### src/rtl/dot_row_sequencer.sv
// dot_row_sequencer: start/done scheduler for one row x vector dot-product job
// through the lane-parallel multiply / adder-tree / accumulator datapath.
module dot_row_sequencer #(
    parameter int LANES    = 32,
    parameter int VEC_LEN  = 512,
    parameter int ROWS     = 32,
    parameter int A_W      = 14,
    parameter int B_W      = 9,
    parameter int PIPE_LAT = 3,
    parameter int CNT_W    = 10,
    localparam int ROW_W   = (ROWS > 1) ? $clog2(ROWS) : 1
) (
    input  logic             clk,
    input  logic             reset,
    input  logic             start,
    input  logic [ROW_W-1:0] row_idx,
    input  logic             abort,
    output logic [A_W-1:0]   addr_a_base,
    output logic [B_W-1:0]   addr_b_base,
    output logic             issue_valid,
    output logic             c_rd_en,
    output logic [ROW_W-1:0] c_addr,
    output logic             acc_clr,
    output logic             acc_en,
    output logic             busy,
    output logic             done,
    output logic [CNT_W-1:0] cycle_count
);

    localparam int BEATS  = VEC_LEN / LANES;
    localparam int BEAT_W = $clog2(BEATS + 1);
    localparam int DRN_W  = $clog2(PIPE_LAT + 1);

    typedef enum logic [2:0] {IDLE, LOAD_C, ISSUE, DRAIN, DONE} state_t;

    state_t            state_q;
    logic [BEAT_W-1:0] beat_q;
    logic [DRN_W-1:0]  drain_q;
    logic [PIPE_LAT-1:0] vpipe_q;
    logic [A_W-1:0]    addr_a_q;
    logic [B_W-1:0]    addr_b_q;
    logic [ROW_W-1:0]  c_addr_q;
    logic [CNT_W-1:0]  cycle_count_q;
    logic              issue_valid_q, c_rd_en_q, acc_clr_q, busy_q, done_q;
    logic [A_W-1:0]    row_base_d;

    assign row_base_d = A_W'(32'(c_addr_q) * 32'(VEC_LEN));

    always_ff @(posedge clk) begin
        if (reset) begin
            state_q       <= IDLE;
            beat_q        <= '0;
            drain_q       <= '0;
            vpipe_q       <= '0;
            addr_a_q      <= '0;
            addr_b_q      <= '0;
            c_addr_q      <= '0;
            cycle_count_q <= '0;
            issue_valid_q <= 1'b0;
            c_rd_en_q     <= 1'b0;
            acc_clr_q     <= 1'b0;
            busy_q        <= 1'b0;
            done_q        <= 1'b0;
        end else begin
            vpipe_q[0] <= issue_valid_q;
            for (int unsigned i = 1; i < PIPE_LAT; i++) vpipe_q[i] <= vpipe_q[i-1];
            if (busy_q && cycle_count_q != '1) cycle_count_q <= cycle_count_q + 1'b1;
            c_rd_en_q <= 1'b0;
            acc_clr_q <= 1'b0;
            done_q    <= 1'b0;

            // abort also swallows a same-cycle start while idle
            if (abort) begin
                state_q       <= IDLE;
                vpipe_q       <= '0;
                issue_valid_q <= 1'b0;
                busy_q        <= 1'b0;
            end else begin
                case (state_q)
                    IDLE: if (start) begin
                        c_addr_q      <= row_idx;
                        cycle_count_q <= '0;
                        busy_q        <= 1'b1;
                        c_rd_en_q     <= 1'b1;
                        acc_clr_q     <= 1'b1;
                        state_q       <= LOAD_C;
                    end
                    LOAD_C: begin
                        issue_valid_q <= 1'b1;
                        beat_q        <= '0;
                        addr_a_q      <= row_base_d;
                        addr_b_q      <= '0;
                        state_q       <= ISSUE;
                    end
                    ISSUE: begin
                        if (beat_q == BEAT_W'(BEATS - 1)) begin
                            issue_valid_q <= 1'b0;
                            drain_q       <= '0;
                            state_q       <= DRAIN;
                        end else begin
                            beat_q   <= beat_q + 1'b1;
                            addr_a_q <= addr_a_q + A_W'(LANES);
                            addr_b_q <= addr_b_q + B_W'(LANES);
                        end
                    end
                    DRAIN: begin
                        if (drain_q == DRN_W'(PIPE_LAT - 1)) begin
                            busy_q  <= 1'b0;
                            done_q  <= 1'b1;
                            state_q <= DONE;
                        end else begin
                            drain_q <= drain_q + 1'b1;
                        end
                    end
                    DONE:    state_q <= IDLE;
                    default: state_q <= IDLE;
                endcase
            end
        end
    end

    assign addr_a_base = addr_a_q;
    assign addr_b_base = addr_b_q;
    assign issue_valid = issue_valid_q;
    assign c_rd_en     = c_rd_en_q;
    assign c_addr      = c_addr_q;
    assign acc_clr     = acc_clr_q;
    assign acc_en      = vpipe_q[PIPE_LAT-1];
    assign busy        = busy_q;
    assign done        = done_q;
    assign cycle_count = cycle_count_q;

endmodule
### config.mk
export PLATFORM = sky130hd
export DESIGN_NAME = dot_row_sequencer
export DESIGN_NICKNAME = d
export VERILOG_FILES = /design/src/rtl/dot_row_sequencer.sv
export SDC_FILE = /design/constraint.sdc
export NUM_CORES = 1
export LEC_CHECK = 0
export ABC_AREA = 1
export CORE_ASPECT_RATIO = 1.25
export CORE_MARGIN = 1
export CORE_UTILIZATION = 50
export DETAILED_ROUTE_END_ITERATION = 7
export PLACE_DENSITY = 0.78
export SETUP_SLACK_MARGIN = 0.02
export SLEW_MARGIN = 15
export SYNTH_ARGS = -nofsm -noshare
export SYNTH_HDL_FRONTEND = slang
export SYNTH_SLANG_ARGS = --single-unit
### constraint.sdc
create_clock -name clk -period 2.25 [get_ports clk]
set_input_delay 0.675 -clock clk [delete_from_list [all_inputs] [get_ports clk]]
set_output_delay 0.675 -clock clk [all_outputs]
set_load 0.01 [all_outputs]
==> results.ini <==
[clock_tree]
cts_buffer_depth = 2
post_cts_buffers = 0
path_clk_slew_ns = 0.08
insertion_delay_ns = 0.30
clock_sinks = 45
cts_resized = 0
htreeDepth = 2
ctsHoldBuffers = 0
numCtsBuffers = 5
cts_tree = built
root_buffer = clkbuf_8

[worst_setup_path]
worstPathBufferInverterCount = 1
worstSetupStartpointType = flop
worstSetupPathType = reg2out
slowest_delay_ns = 0.59
path_cells = clkdlybuf4s50_1
path_max_fanout = 7
worstPathRequired_ns = 1.57
critPathSlowestCell = clkdlybuf4s50_1
arrival_ns = 1.35
reg2reg_slack_ns = 0.35
critPathCaptureType = output pin
crit_family = buffers and inverters

[global_routing]
met3_usage_pct = 4.51
grt_use_total_pct = 21.3
met1_usage_pct = 23.0
antenna_found_initial = 0
grt_pass1_wl_um = 8480
first_global_vias = 2005
grt_overflow = 0
gr-usage-met2_pct = 39.6
grt_start_max_net_pins = 18
grt_busiest_layer = met2

[floorplan]
die_h_um = 78.6
design.die.area_sq_um = 4970
core_sq_um = 4460
die_w_um = 63.3
io-pin-count = 53
num_rows = 27
start_util_pct = 52.6

[logic_synthesis]
synthSimpleGateAreaFrac_pct = 32.1
ys_warn_count = 0
yosysSeqAreaShare_pct = 38.4
synth_area_per_cell_sq_um = 7.07
synth-edff-count = 0
synthMuxAreaShare_pct = 0
synth_area_sq_um = 2350
synth.distinct_cells = 33
syn_inst = 332
async_flop_share_pct = 0
synth-seq-cells = 45
synth-adder-area-share_pct = 3.20
synth_xor_area_share_pct = 1.87
synth-compound-area-share_pct = 11.7
synth_flop_cell = dfxtp_1
synth_top_family_by_area = simple AND/OR/NAND/NOR gates

[routing]
routed_wl_um = 4920
postRouteAntennaNets = 0
firstDrtPassIters = 4
viasPerCell = 4.94
vias = 2147
first_iter_violations = 102
wire_per_inst_um = 11.3
drcViolationCount = 0

[sta]
rsz0062_at_grt = false
fin_crit_sh_pct = 90.1
fin_crit_ns = 2.03
final_max_slew_viol_count = 0
fin_setup_tns_ns = 0
fin_skew_ns = 0.00256
slew_headroom_pct = 61.6
setup_slack_ns = 0.223
fmax_mhz = 493
worst_slew_pin_slew_ns = 0.571
setup_viol = 0
finalHoldViolCount = 0
holdWs_ns = 0.412

[placement]
preCtsSetupSlack_ns = 0.144
port_buffers = 42
hpwlAfterDp_um = 3660
gp_congestion = 0.846

[power]
switching_share_pct = 23.1
seq_power_share_pct = 51.4
clkPwrFrac_pct = 39.6
p_int_mw = 1.23
combPwrFrac_pct = 9.0
power.density_nw_per_um2 = 556
vdd_drop_max_mv = 0.386
power_leakage_nw = 1.12
p_sw_mw = 0.370

[final_layout]
utilization_pct = 64.6
multi_input_area_sq_um = 1180
fill_cells = 414
seqCellArea_sq_um = 901
syn_to_final_growth_pct = 22.8
drive_above_1_share_pct = 8.75
n_antenna_cell = 0
fin_nets = 391

[worst_hold_path]
hold_path.class = reg2reg

[flow_run]
max_cap_violations = 0

[run_status]
status = finished clean

[metal layers]
layer	part of all wire (%)	wire, um
met1	44	2160
met2	51	2500
met3	4.2	208
met4	1.2	60
met5	0	0
[flip-flops by register name (all words and copies together) (netlist names)]
signal	flops
c_addr	5
beat_q	5
acc_clr	1
addr_a_base	9
vpipe_q	3
busy	1
issue_valid	1
cycle_count	10
state_q	3
done	1
drain_q	2
addr_b_base	4
[layout make-up]
class	count	share of cell area (%)
well taps	58	2.52
inverters	44	5.73
clock buffers	7	3.00
flip-flops and latches	45	31.3
clock inverters	1	1.04
repair buffers	45	15.4
multi-input cells	235	41.1
[per-stage QoR]
stage	power, mW	instance area, sq um	instances
2_1_floorplan	0.940	2380	341
3_3_place_gp	0.983	2770	427
3_5_place_dp	0.985	2770	427
4_1_cts	1.61	2880	435
5_1_grt	1.67	2880	435
6_report	1.60	2880	435
[cell usage after synthesis, types with 2 or more instances]
master | number | share of area [%]
nor2_4 | 2 | 0.96
buf_6 | 3 | 1.4
xor2_1 | 5 | 1.9
nand4_1 | 6 | 1.6
ha_1 | 6 | 3.2
nand3_1 | 21 | 4.5
a21oi_1 | 21 | 4.5
inv_2 | 3 | 0.48
nor2_1 | 34 | 5.4
nand2_4 | 2 | 0.96
nand2_1 | 86 | 14
o21ai_0 | 14 | 3.0
a21oi_2 | 6 | 2.2
nor3_1 | 3 | 0.64
inv_1 | 41 | 6.6
nand2_2 | 5 | 1.3
dfxtp_1 | 45 | 38
o21ai_1 | 2 | 0.43
buf_4 | 11 | 3.5
nand3_2 | 2 | 0.85
buf_2 | 2 | 0.43
[logic make-up after synthesis]
logic type,Yosys count
adder cells (fa/ha/maj),6
AND/OR/NAND/NOR,166
other,1
XOR/XNOR,5
flip-flops,45
buffers and inverters,61
AO/OA/AOI/OAI,48
[worst register-to-register path: cells and delay by family, from the launching register on]
| family | cells | cell delay (ns) |
|---|---|---|
| and+or+nand+nor | 6 | 0.81 |
| DFF | 1 | 0.35 |
| AOI/OAI and AO/OA | 1 | 0.27 |
| adders and majority gates | 2 | 0.41 |
[placed cells by master (no fill, tap or decap), types with 10 or more instances in the layout]
master,n
nand2_1,86
a21oi_1,21
dfxtp_1,45
nor2_1,34
nand3_1,21
o21ai_0,14
clkdlybuf4s50_1,42
inv_1,41
conb_1,10
[final timing paths]
check	startpoint	to	cells past startpoint
worst max-delay path	cycle_count[0]	cycle_count[0]	1
worst min-delay path	vpipe_q[1]	vpipe_q[2]	2
worst max register to register	beat_q[0]	beat_q[3]	9
worst min register to register	vpipe_q[1]	vpipe_q[2]	2
[power by group through the flow]
stage | Combinational [mW] | Clock (mW) | Sequential (mW)
6_report | 0.144 | 0.635 | 0.823
5_1_grt | 0.159 | 0.685 | 0.826
3_5_place_dp | 0.143 | 0 | 0.841
3_3_place_gp | 0.142 | 0 | 0.841
2_1_floorplan | 0.0959 | 0 | 0.844
4_1_cts | 0.144 | 0.642 | 0.823
Note: power is estimated with default switching activity, not from simulation.
